**src/rtl/rng_clt_normal.sv**
```systemverilog
// Approximate standard-normal generator: sums N_UNIF successive 24-bit LFSR
// uniforms, subtracts N_UNIF/2 and presents the signed Q8.24 result via valid/ready.
//
// state | meaning
// ACCUM | consuming one uniform per en cycle, building the sum
// HOLD  | sample presented on rand_q8_24, waiting for out_ready
module rng_clt_normal #(
    parameter int unsigned N_UNIF       = 12,
    parameter logic [23:0] DEFAULT_SEED = 24'h000001
) (
    input  logic        clk,
    input  logic        reset,
    input  logic        en,
    input  logic        seed_load,
    input  logic [23:0] seed,
    input  logic        out_ready,
    output logic        out_valid,
    output logic [31:0] rand_q8_24
);

    localparam int          CNT_W  = $clog2(N_UNIF + 1);
    localparam int          ACC_W  = 24 + CNT_W;
    localparam logic [31:0] OFFSET = 32'(N_UNIF) << 23;

    typedef enum logic {
        ACCUM = 1'b0,
        HOLD  = 1'b1
    } state_t;

    state_t             state_q;
    logic [23:0]        lfsr_q;
    logic [23:0]        lfsr_d;
    logic [23:0]        seed_safe;
    logic [ACC_W-1:0]   acc_q;
    logic [CNT_W-1:0]   cnt_q;
    logic               valid_q;
    logic [31:0]        rand_q;
    logic [31:0]        rand_d;
    logic               last_unif;

    // x^24 + x^23 + x^22 + x^17 + 1, Fibonacci form
    assign lfsr_d    = {lfsr_q[22:0], lfsr_q[23] ^ lfsr_q[22] ^ lfsr_q[21] ^ lfsr_q[16]};
    assign seed_safe = (seed == 24'h000000) ? 24'h000001 : seed;
    assign last_unif = (cnt_q == CNT_W'(N_UNIF - 1));
    // Modulo-2^32 subtraction yields the same low 32 bits as the 33-bit form.
    assign rand_d    = 32'(acc_q) + 32'(lfsr_q) - OFFSET;

    always_ff @(posedge clk or posedge reset) begin
        if (reset) begin
            state_q <= ACCUM;
            lfsr_q  <= DEFAULT_SEED;
            acc_q   <= '0;
            cnt_q   <= '0;
            valid_q <= 1'b0;
            rand_q  <= 32'h0;
        end else if (seed_load) begin
            state_q <= ACCUM;
            lfsr_q  <= seed_safe;
            acc_q   <= '0;
            cnt_q   <= '0;
            valid_q <= 1'b0;
        end else begin
            case (state_q)
                ACCUM: begin
                    if (en) begin
                        lfsr_q <= lfsr_d;
                        if (last_unif) begin
                            rand_q  <= rand_d;
                            valid_q <= 1'b1;
                            acc_q   <= '0;
                            cnt_q   <= '0;
                            state_q <= HOLD;
                        end else begin
                            acc_q <= acc_q + ACC_W'(lfsr_q);
                            cnt_q <= cnt_q + CNT_W'(1);
                        end
                    end
                end
                HOLD: begin
                    if (valid_q && out_ready) begin
                        valid_q <= 1'b0;
                        state_q <= ACCUM;
                    end
                end
                default: state_q <= ACCUM;
            endcase
        end
    end

    assign out_valid  = valid_q;
    assign rand_q8_24 = rand_q;

endmodule

```
**config.mk**
```make
export PLATFORM = sky130hd
export DESIGN_NAME = rng_clt_normal
export DESIGN_NICKNAME = d
export VERILOG_FILES = /design/src/rtl/rng_clt_normal.sv
export SDC_FILE = /design/constraint.sdc
export NUM_CORES = 1
export LEC_CHECK = 0
export ABC_AREA = 1
export BUFFER_PORTS_ARGS = -buffer_cell sky130_fd_sc_hd__clkbuf_2
export CELL_PAD_IN_SITES_DETAIL_PLACEMENT = 0
export CELL_PAD_IN_SITES_GLOBAL_PLACEMENT = 1
export CORE_MARGIN = 1.5
export CORE_UTILIZATION = 46
export DETAILED_ROUTE_END_ITERATION = 6
export PLACE_DENSITY = 0.94
export SYNTH_ARGS = -nofsm -noshare
export SYNTH_HDL_FRONTEND = slang
export SYNTH_SLANG_ARGS = --single-unit
```
**constraint.sdc**
```tcl
create_clock -name clk -period 6.3 [get_ports clk]
set_input_delay 1.89 -clock clk [delete_from_list [all_inputs] [get_ports clk]]
set_output_delay 1.89 -clock clk [all_outputs]
set_load 0.01 [all_outputs]
```
==> results.tsv, run 1 <==
stage	metric	value	unit
status	status	complete, no violations	
floorplan	I/O pin cnt	62	
worst_hold_path	hold endpoint	rand_q8_24[15]	
drt	vias per inst	5.15	
setup_path	max incr delay on CP	460	ps
setup_path	Arr. time, crit path	3670	ps
synth	asr flop ratio synth	100	%
synth	post-synth cell types	38	
synth	Synth top area share	38.4	%
placed_design	HPWL Detailed	11300	microns
global_route	largest net degree at the start of global routing	59	
pwr	peak supply drop	205	uV
drt	DR pass1 iterations	4	
clocking	# H-tree levels	3	
placed_design	placed insts	992	
worst_hold_path	worst min-delay path startpoint	rand_q8_24[15]	
timing	worst slew pin tran	730	ps
setup_path	Max FO, Critical Path	43	
synth	Syn. warnings	0	
floorplan	die width	114	microns
setup_path	worst r2r src	lfsr_q[0]	
synth	Post-Syn Area	5660	sq um
synth	ys flop type	dfrtp_1	
drt	WL/cell	14.7	microns
clocking	CTS Buf Count	9	
timing	fin worst setup slack	2880	ps
synth	Syn Inst Count	800	
floorplan	Die ar.	13000	sq um
job	maxcap violations	0	
clocking	Longest Clk Path Bufs	2	
setup_path	crit path cell chain	clkbuf_2, nor2_4, nand2_2, buf_4, inv_2, or2_2, nand2_1, nor2_1	
synth	register area share after synthesis	38.9	%
synth	Post-synth EDFFs	0	
timing	unrepaired setup endpoints after global routing	no	
timing	Hold Violations, Final	0	
setup_path	critical path's top delay family	buffers and inverters	
synth	Synth top cells by count	279 x nand2_1, 118 x inv_1, 87 x dfrtp_1, 52 x nand3_1, 42 x a21oi_1	
global_route	initial antenna violation count	0	
setup_path	CP Data Required Time	6550	ps
cells_and_area	Fillers	1259	
cells_and_area	layout cells sized above 1	14.2	%
setup_path	Startpoint Class	input pin	
clocking	Root Driver	clkbuf_16	
timing	final setup fails	0	
timing	Fmax	292	MHz
pwr	Leak Pwr	0.00356	uW
floorplan	Core Box Area	12000	sq um
drt	DRC viols	0	
drt	WL final	14800	microns
clocking	Post-CTS Setup Inserts	0	
placed_design	Place WS	2500	ps
setup_path	worst reg2reg path endpoint	acc_q[12]	
clocking	clock sink count	88	
synth	Area contributors post-synth	dfrtp_1 38%, nand2_1 18%, inv_1 7.8%	
timing	worst clock skew	7.43	ps
cells_and_area	P&R area growth vs syn	12.7	%
floorplan	die height	114	microns
drt	via count	5193	
global_route	vias in the first global route	4751	
placed_design	Final Wtd Congestion	0.924	
worst_hold_path	HP Class	flip-flop to flip-flop	
setup_path	WP buf/inv	3	
drt	DR iter-0 viols	282	
global_route	GRT Resource Usage Total	24.3	%
clocking	Worst-Skew Late Latency	360	ps
placed_design	port bufs	61	
setup_path	Critical Path Stages	8	
clocking	Post-CTS Hold Buffers	0	
global_route	first-pass GRT wire length	24200	microns
synth	flops & latches, synth	88	
setup_path	Critical Path Sink Type	flip-flop	
timing	Tmin final	3420	ps
timing	Slew HR	51.3	%
cells_and_area	nets	911	
clocking	CTS tree	built	
global_route	gr ovfl total	0	
synth	syn avg cell area	7.08	sq um
timing	Max Slew Vio Count	0	
setup_path	Worst path slowest cell	clkbuf_2	
worst_hold_path	Hold Path Depth	2	
floorplan	Rows	40	
synth	most frequent cell after synthesis	nand2_1	
clocking	post-cts sizing count	0	
clocking	Clock transition at path regs	70	ps
floorplan	Initial Util	47.1	%
synth	Synth Net Count	855	
cells_and_area	post-route core utilization	53.1	%
cells_and_area	final std cells w/o fill	1008	
setup_path	Setup CP Type	input pin to flip-flop	
cells_and_area	finished layout cell area	6380	sq um
pwr	P per Cell Area	322	nW/um^2
cells_and_area	number of diodes	0	
timing	final period utilization	54.3	%
setup_path	worst r2r path cells	13	
placed_design	Post-Place Cell Area	6080	sq um
synth	top cell type by total area after synthesis	dfrtp_1	
setup_path	reg2reg setup slack	3830	ps
drt	Final ANT Viol Nets	0	
timing	Sum Neg Setup Slack	0	ps
[worst max-delay path by stage]
stage	slack [ps]	to	from
5_1_grt	2640	cnt_q[2]	seed_load
6_report	2880	rand_q8_24[27]	seed_load
4_1_cts	2870	rand_q8_24[27]	seed_load
2_1_floorplan	2130	acc_q[0]	reset
3_3_place_gp	2520	rand_q8_24[27]	seed_load
3_5_place_dp	2500	rand_q8_24[27]	seed_load
[metal layers]
metal  GRT usage [%]  routed length (microns)
met1            35.3                     7280
met5            1.57                        0
met2            36.7                     6490
met4            9.17                      299
met3            3.56                      737
[where the power goes]
| group | leakage (uW) | internal, uW | switching [uW] |
|---|---|---|---|
| clock | 0.000149 | 319 | 236 |
| combinational | 0.00227 | 264 | 556 |
| sequential | 0.00114 | 626 | 53.6 |
| total | 0.00356 | 1210 | 845 |
[final cells by class]
type	count	area [sq um]	area share (%)
clock buffers	10	239	3.75
repair buffers	64	328	5.14
multi-input cells	567	2890	45.2
well taps	147	184	2.88
clock inverters	6	65.1	1.02
flip-flops and latches	88	2200	34.5
inverters	126	474	7.43
[placed cells by master, fill, tap and decap left out, types with 2 or more instances in the layout]
master,n
o21bai_1,3
a21oi_1,42
o21ai_0,28
xnor2_1,11
nor2_2,8
a21oi_2,4
nor2_1,35
inv_2,8
clkbuf_16,9
clkinv_2,3
clkbuf_2,61
nand3_2,5
nor2_4,2
xor2_1,4
nor3_1,5
dfrtp_1,87
inv_6,2
nand2_1,279
nand4_1,14
nand3b_1,3
nor3_2,3
inv_1,117
nand2_2,6
buf_4,3
nand3_1,52
o22ai_1,25
nor4_1,2
ha_1,25
[registers in the layout, summed over array words and instances, names as in the netlist]
register    count
acc_q          28
cnt_q           4
out_valid       1
state_q         1
lfsr_q         24
rand_q8_24     30
[metrics by stage]
stage | power [uW] | hold WS (ps)
after floorplan | 1290 | 453
after global placement | 1500 | 464
after CTS | 2060 | 482
after detailed placement | 1490 | 465
after global routing | 2190 | 500
final | 2060 | 476
[worst reg2reg max path, stage by stage (launching register included)]
cell	delay, ps
dfstp_2	550
ha_1	210
inv_1	70
fa_1	410
inv_1	110
nand3_1	90
nand3_2	150
nand2_1	110
nand2_2	130
nand2_1	60
nand2_1	150
xor2_1	230
nand2_1	70
nand2_1	70
[kinds of logic (layout without fill, tap and decap cells)]
| kind of cell | count (synthesis) | in the layout | share of synthesized area [%] |
|---|---|---|---|
| buffers and inverters | 145 | 206 | 10.1 |
| AND/OR/NAND/NOR | 419 | 419 | 32.2 |
| XOR/XNOR | 15 | 15 | 2.32 |
| AO/OA/AOI/OAI | 107 | 107 | 10.6 |
| adder cells (fa/ha/maj) | 26 | 26 | 5.88 |
| flip-flops | 88 | 88 | 38.9 |
Power figures use the tool's default switching activity.
==> inputs of run 2 (changes only) <==
--- a/config.mk
+++ b/config.mk
@@ -10,9 +10,9 @@
 export CELL_PAD_IN_SITES_DETAIL_PLACEMENT = 0
 export CELL_PAD_IN_SITES_GLOBAL_PLACEMENT = 1
 export CORE_MARGIN = 1.5
-export CORE_UTILIZATION = 46
+export CORE_UTILIZATION = 43
 export DETAILED_ROUTE_END_ITERATION = 6
-export PLACE_DENSITY = 0.94
+export PLACE_DENSITY = 0.9
 export SYNTH_ARGS = -nofsm -noshare
 export SYNTH_HDL_FRONTEND = slang
 export SYNTH_SLANG_ARGS = --single-unit
==> constraint.sdc (replaced) <==
create_clock -name clk -period 3.34 [get_ports clk]
set_input_delay 1.002 -clock clk [delete_from_list [all_inputs] [get_ports clk]]
set_output_delay 1.002 -clock clk [all_outputs]
set_load 0.01 [all_outputs]
==> results.tsv, run 2 (synthesis results as in run 1) <==
stage	metric	value	unit	change
status	status	complete, no violations		unchanged
setup_path	worst r2r src	lfsr_q[0]		unchanged
global_route	first-pass GRT wire length	24800	microns	was 24200 microns
placed_design	port bufs	61		unchanged
timing	final setup fails	0		unchanged
cells_and_area	most common cell after layout, fill and taps aside	nand2_1		unchanged
drt	via count	5222		was 5193
clocking	Worst-Skew Late Latency	340	ps	was 360 ps
floorplan	die width	118	microns	was 114 microns
cells_and_area	most frequent cells in the layout	279 x nand2_1, 117 x inv_1, 87 x dfrtp_1		unchanged
placed_design	Place WS	755	ps	was 2500 ps
timing	Max Slew Vio Count	0		unchanged
setup_path	Critical Path Sink Type	flip-flop		unchanged
drt	DR iter-0 viols	358		was 282
timing	final period utilization	73.6	%	
setup_path	Startpoint Class	flip-flop		was input pin
setup_path	crit path cell chain	ha_1, inv_1, fa_1, inv_1, nand3_1, nand3_2, nand2_1, nand2_2, nand2_1, nand2_1, xor2_1, nand2_1, nand2_1		was clkbuf_2, nor2_4, nand2_2, buf_4, inv_2, or2_2, nand2_1, nor2_1
placed_design	Post-Place Cell Area	6130	sq um	was 6080 sq um
clocking	# H-tree levels	3		unchanged
cells_and_area	layout cells sized above 1	14.3	%	was 14.2%
cells_and_area	number of diodes	0		unchanged
clocking	Root Driver	clkbuf_16		unchanged
drt	DRC viols	0		unchanged
timing	worst clock skew	7.70	ps	was 7.43 ps
drt	DR pass1 iterations	5		was 4
setup_path	CP Data Required Time	3620	ps	was 6550 ps
clocking	post-cts sizing count	0		unchanged
setup_path	reg2reg setup slack	880	ps	was 3830 ps
worst_hold_path	worst min-delay path startpoint	rand_q8_24[17]		was rand_q8_24[15]
floorplan	Die ar.	13900	sq um	was 13000 sq um
timing	Tmin final	2460	ps	
pwr	Logic pwr share	40.8	%	was 39.9%
global_route	vias in the first global route	4819		was 4751
setup_path	Worst path slowest cell	dfstp_2		was clkbuf_2
drt	Final ANT Viol Nets	0		unchanged
setup_path	max incr delay on CP	550	ps	was 460 ps
pwr	cell-internal power	2210	uW	was 1210 uW
global_route	gr ovfl total	0		unchanged
timing	unrepaired setup endpoints after global routing	no		unchanged
pwr	Leak Pwr	0.00356	uW	about the same
setup_path	worst r2r path cells	13		unchanged
floorplan	Initial Util	44.5	%	was 47.1%
clocking	Post-CTS Setup Inserts	0		unchanged
clocking	Longest Clk Path Bufs	2		unchanged
clocking	Clock transition at path regs	70	ps	about the same
clocking	clock sink count	88		unchanged
pwr	sw frac	41.7	%	was 41.1%
cells_and_area	finished layout cell area	6420	sq um	was 6380 sq um
worst_hold_path	Hold Path Depth	2		unchanged
cells_and_area	P&R area growth vs syn	13.3	%	was 12.7%
setup_path	Arr. time, crit path	2740	ps	was 3670 ps
timing	Sum Neg Setup Slack	0	ps	unchanged
pwr	Switch Pwr	1580	uW	was 845 uW
timing	worst slew pin tran	644	ps	was 730 ps
setup_path	worst reg2reg path endpoint	rand_q8_24[12]		was acc_q[12]
clocking	Post-CTS Hold Buffers	0		unchanged
placed_design	placed insts	1019		was 992
clocking	CTS tree	built		unchanged
floorplan	I/O pin cnt	62		unchanged
timing	fin worst setup slack	880	ps	was 2880 ps
pwr	Reg power frac	33.7	%	was 33.1%
pwr	peak supply drop	244	uV	was 205 uV
cells_and_area	nets	913		was 911
global_route	largest net degree at the start of global routing	57		was 59
drt	vias per inst	5.05		was 5.15
setup_path	crit-path most repeated cell	nand2_1		
setup_path	Setup CP Type	flip-flop to flip-flop		was input pin to flip-flop
clocking	CTS Buf Count	9		unchanged
setup_path	Max FO, Critical Path	4		was 43
pwr	clock share of power	25.5	%	was 27.0%
pwr	P per Cell Area	591	nW/um^2	was 322 nW/um^2
drt	WL final	14900	microns	was 14800 microns
worst_hold_path	HP Class	flip-flop to flip-flop		unchanged
placed_design	HPWL Detailed	11300	microns	about the same
global_route	initial antenna violation count	0		unchanged
job	maxcap violations	0		unchanged
cells_and_area	final std cells w/o fill	1035		was 1008
floorplan	die height	118	microns	was 114 microns
floorplan	Core Box Area	12700	sq um	was 12000 sq um
drt	WL/cell	14.4	microns	was 14.7 microns
cells_and_area	max reg flops	30		unchanged
worst_hold_path	hold endpoint	rand_q8_24[17]		was rand_q8_24[15]
setup_path	Critical path origin	lfsr_q[0]		was seed_load
pwr	total chip power	3800	uW	was 2060 uW
timing	Fmax	407	MHz	
timing	Hold Violations, Final	0		unchanged
floorplan	Rows	41		was 40
placed_design	Final Wtd Congestion	0.932		was 0.924
global_route	GRT Resource Usage Total	22.4	%	was 24.3%
timing	Slew HR	57.0	%	was 51.3%
[run 2: cell count changes in the layout (fill, tap and decap cells not counted)]
| cell | previous run | this run |
|---|---|---|
| bufinv_16 | 1 | 0 |
| clkbuf_1 | 0 | 1 |
| clkinvlp_4 | 1 | 3 |
| buf_12 | 0 | 1 |
| buf_4 | 3 | 4 |
| clkinv_4 | 0 | 1 |
| clkinv_2 | 3 | 1 |
| inv_6 | 2 | 1 |
[run 2: routing by layer]
layer  share of wire, %  vias up  GRT usage (%)
met3                3.9       14           2.62
li1                   -     2666              -
met2                 44      144           35.0
met4                1.7        0           6.02
met1                 51     2398           32.8
met5                  0        -              0
[run 2: cell type report]
class | instances | area (sq um)
Multi-Input combinational cell | 567 | 2890
Timing Repair Buffer | 66 | 355
Tap cell | 172 | 215
Sequential cell | 88 | 2200
Fill cell | 1340 | 6300
Inverter | 126 | 474
Clock buffer | 11 | 243
Clock inverter | 5 | 40.0
[run 2: stage by stage]
stage               utilization, %  hold slack (ps)
floorplan                        -              453
global placement              48.2              463
detailed placement            48.2              464
CTS                           50.4              483
global route                  50.4              501
finish                        50.4              476
[run 2: worst max-delay path: cells and delay by family (launching register included)]
family                     cells  cell delay, ps
xor gates and xnor gates       1             220
DFF                            1             550
buffers and inverters          2             180
adders and majority gates      2             600
and+or+nand+nor                8             850
[run 2: worst max path at each step]
| stage | slack [ps] | end |
|---|---|---|
| 2_1_floorplan | 60 | acc_q[0] |
| 3_3_place_gp | 790 | lfsr_q[16] |
| 3_5_place_dp | 750 | lfsr_q[3] |
| 4_1_cts | 880 | rand_q8_24[12] |
| 5_1_grt | 710 | rand_q8_24[12] |
| 6_report | 880 | rand_q8_24[12] |
[run 2: power by group through the flow]
stage	clock network, uW	registers [uW]	logic [uW]
global placement	0	1300	1530
global route	1020	1300	1760
detailed placement	0	1300	1530
finish	967	1280	1550
CTS	986	1280	1540
floorplan	0	1260	1160
==> inputs of run 3 (changes only) <==
--- a/config.mk
+++ b/config.mk
@@ -10,9 +10,9 @@
 export CELL_PAD_IN_SITES_DETAIL_PLACEMENT = 0
 export CELL_PAD_IN_SITES_GLOBAL_PLACEMENT = 1
 export CORE_MARGIN = 1.5
-export CORE_UTILIZATION = 43
+export CORE_UTILIZATION = 39
 export DETAILED_ROUTE_END_ITERATION = 6
-export PLACE_DENSITY = 0.9
+export PLACE_DENSITY = 0.86
 export SYNTH_ARGS = -nofsm -noshare
 export SYNTH_HDL_FRONTEND = slang
 export SYNTH_SLANG_ARGS = --single-unit
==> constraint.sdc (replaced) <==
create_clock -name clk -period 2 [get_ports clk]
set_input_delay 0.6 -clock clk [delete_from_list [all_inputs] [get_ports clk]]
set_output_delay 0.6 -clock clk [all_outputs]
set_load 0.01 [all_outputs]
==> results.tsv, run 3 (synthesis results as in run 1) <==
stage	metric	value	unit	change
cells_and_area	nets	942		was 913
timing	Slew HR	71.5	%	was 57.0%
drt	vias per inst	4.98		was 5.05
job	maxcap violations	0		unchanged
floorplan	die height	124	microns	was 118 microns
timing	final period utilization	100	%	was 73.6%
timing	final setup fails	0		unchanged
drt	WL/cell	14.8	microns	was 14.4 microns
timing	Tmin final	2000	ps	was 2460 ps
clocking	Root Driver	clkbuf_16		unchanged
timing	Max Slew Vio Count	0		unchanged
setup_path	Setup CP Type	flip-flop to flip-flop		unchanged
placed_design	port bufs	61		unchanged
drt	DR pass1 iterations	4		was 5
global_route	initial antenna violation count	0		unchanged
cells_and_area	layout cells sized above 1	24.8	%	was 14.3%
setup_path	worst r2r src	lfsr_q[0]		unchanged
setup_path	max incr delay on CP	560	ps	was 550 ps
placed_design	placed insts	1055		was 1019
floorplan	Core Box Area	14000	sq um	was 12700 sq um
global_route	largest net degree at the start of global routing	49		was 57
cells_and_area	P&R area growth vs syn	26.1	%	was 13.3%
clocking	Clock transition at path regs	60	ps	was 70 ps
setup_path	Arr. time, crit path	2240	ps	was 2740 ps
timing	worst slew pin tran	425	ps	was 644 ps
timing	worst hold margin	228	ps	was 476 ps
setup_path	crit path cell chain	ha_4, inv_2, fa_2, inv_2, nand3_2, nand3_4, buf_4, nand4_1, nand3_1, nand2_1, nand3_1, nand2_1		was ha_1, inv_1, fa_1, inv_1, nand3_1, nand3_2, nand2_1, nand2_2, nand2_1, nand2_1, xor2_1, nand2_1, nand2_1
placed_design	Final Wtd Congestion	0.949		was 0.932
drt	Final ANT Viol Nets	0		unchanged
placed_design	HPWL Detailed	12200	microns	was 11300 microns
worst_hold_path	HP Class	input pin to asynchronous set/reset pin		was flip-flop to flip-flop
clocking	Longest Clk Path Bufs	2		unchanged
floorplan	Initial Util	40.3	%	was 44.5%
pwr	P per Cell Area	990	nW/um^2	was 591 nW/um^2
pwr	peak supply drop	442	uV	was 244 uV
timing	Hold Violations, Final	0		unchanged
cells_and_area	most common cell after layout, fill and taps aside	nand2_1		unchanged
floorplan	Die ar.	15300	sq um	was 13900 sq um
setup_path	Worst path slowest cell	dfstp_2		unchanged
floorplan	die width	124	microns	was 118 microns
setup_path	Max FO, Critical Path	4		unchanged
placed_design	Place WS	-180	ps	was 755 ps
clocking	Post-CTS Hold Buffers	0		unchanged
setup_path	CP Data Required Time	2240	ps	was 3620 ps
setup_path	worst r2r path cells	12		was 13
clocking	CTS Buf Count	9		unchanged
clocking	clock sink count	88		unchanged
setup_path	Critical Path Sink Type	flip-flop		unchanged
cells_and_area	number of diodes	0		unchanged
drt	WL final	15900	microns	was 14900 microns
setup_path	reg2reg setup slack	0.9	ps	was 880 ps
setup_path	Startpoint Class	flip-flop		unchanged
clocking	Worst-Skew Late Latency	350	ps	was 340 ps
clocking	# H-tree levels	3		unchanged
drt	via count	5343		was 5222
drt	DR iter-0 viols	252		was 358
global_route	gr ovfl total	0		unchanged
setup_path	worst reg2reg path endpoint	acc_q[20]		was rand_q8_24[12]
cells_and_area	most frequent cells in the layout	261 x nand2_1, 115 x inv_1, 81 x dfrtp_1		was 279 x nand2_1, 117 x inv_1, 87 x dfrtp_1
timing	unrepaired setup endpoints after global routing	yes		was no
drt	DRC viols	0		unchanged
floorplan	Rows	43		was 41
global_route	first-pass GRT wire length	25000	microns	was 24800 microns
pwr	Leak Pwr	0.00377	uW	was 0.00356 uW
floorplan	I/O pin cnt	62		unchanged
global_route	GRT Resource Usage Total	21.7	%	was 22.4%
cells_and_area	final std cells w/o fill	1072		was 1035
timing	fin worst setup slack	0.863	ps	was 880 ps
cells_and_area	max reg flops	30		unchanged
status	status	complete, no violations		unchanged
clocking	CTS tree	built		unchanged
global_route	vias in the first global route	4936		was 4819
timing	Fmax	500	MHz	was 407 MHz
timing	worst clock skew	6.62	ps	was 7.70 ps
[run 3: where the power goes]
group	leakage, uW	switching (uW)	internal, uW
Sequential	0.00114	225	1980
Clock	0.000134	678	968
Combinational	0.00251	1970	1260
[run 3: area by class of cell]
type,instances,area [sq um]
inverter,126,477
clock buffer,13,240
timing repair buffer,95,614
fill,1420,6900
multi-input combinational,567,3330
clock inverter,3,42.5
tap,180,225
sequential,88,2210
[run 3: through the flow]
| stage | util [%] | total power (uW) | cell area (sq um) | setup TNS, ps |
|---|---|---|---|---|
| after floorplan | - | 4050 | 5670 | 0 |
| after global placement | 45.5 | 4870 | 6390 | -1270 |
| after detailed placement | 45.5 | 4880 | 6390 | -2180 |
| after CTS | 47.9 | 6600 | 6730 | -50.2 |
| after global routing | 50.9 | 7550 | 7140 | -997 |
| final | 50.9 | 7070 | 7140 | 0 |
[run 3: how the worst max path moves through the flow]
| stage | startpoint | to | slack, ps | cells after the start |
|---|---|---|---|---|
| floorplan | lfsr_q[0] | rand_q8_24[12] | 8 | 13 |
| finish | lfsr_q[0] | acc_q[20] | 0.9 | 12 |
| global placement | lfsr_q[0] | rand_q8_24[12] | -130 | 13 |
| detailed placement | lfsr_q[0] | rand_q8_24[12] | -180 | 13 |
| CTS | lfsr_q[0] | rand_q8_24[12] | -30 | 13 |
| global route | lfsr_q[0] | acc_q[20] | -120 | 12 |
[run 3: metal layers]
| layer | up-vias | global-route usage, % | share of wire, % |
|---|---|---|---|
| met5 | - | 0 | 0 |
| met4 | 0 | 7.69 | 1.9 |
| met3 | 18 | 2.63 | 3.4 |
| met2 | 103 | 32.9 | 45 |
| met1 | 2485 | 31.9 | 50 |
| li1 | 2737 | - | - |
[run 3: what timing repair did]
action                                  4_1_cts  5_1_grt
endpoints found under the setup margin       23       40
endpoints found under the hold margin         0        0
setup buffers                                 0        1
gates resized for setup                      12       80
pin swaps                                     5       13
[run 3: worst max-delay path: cells and delay by family, from the launching register on]
kind,cells,cell delay [ps]
buf+inv,3,220
flops,1,560
simple gates,7,610
fa+ha+maj,2,490
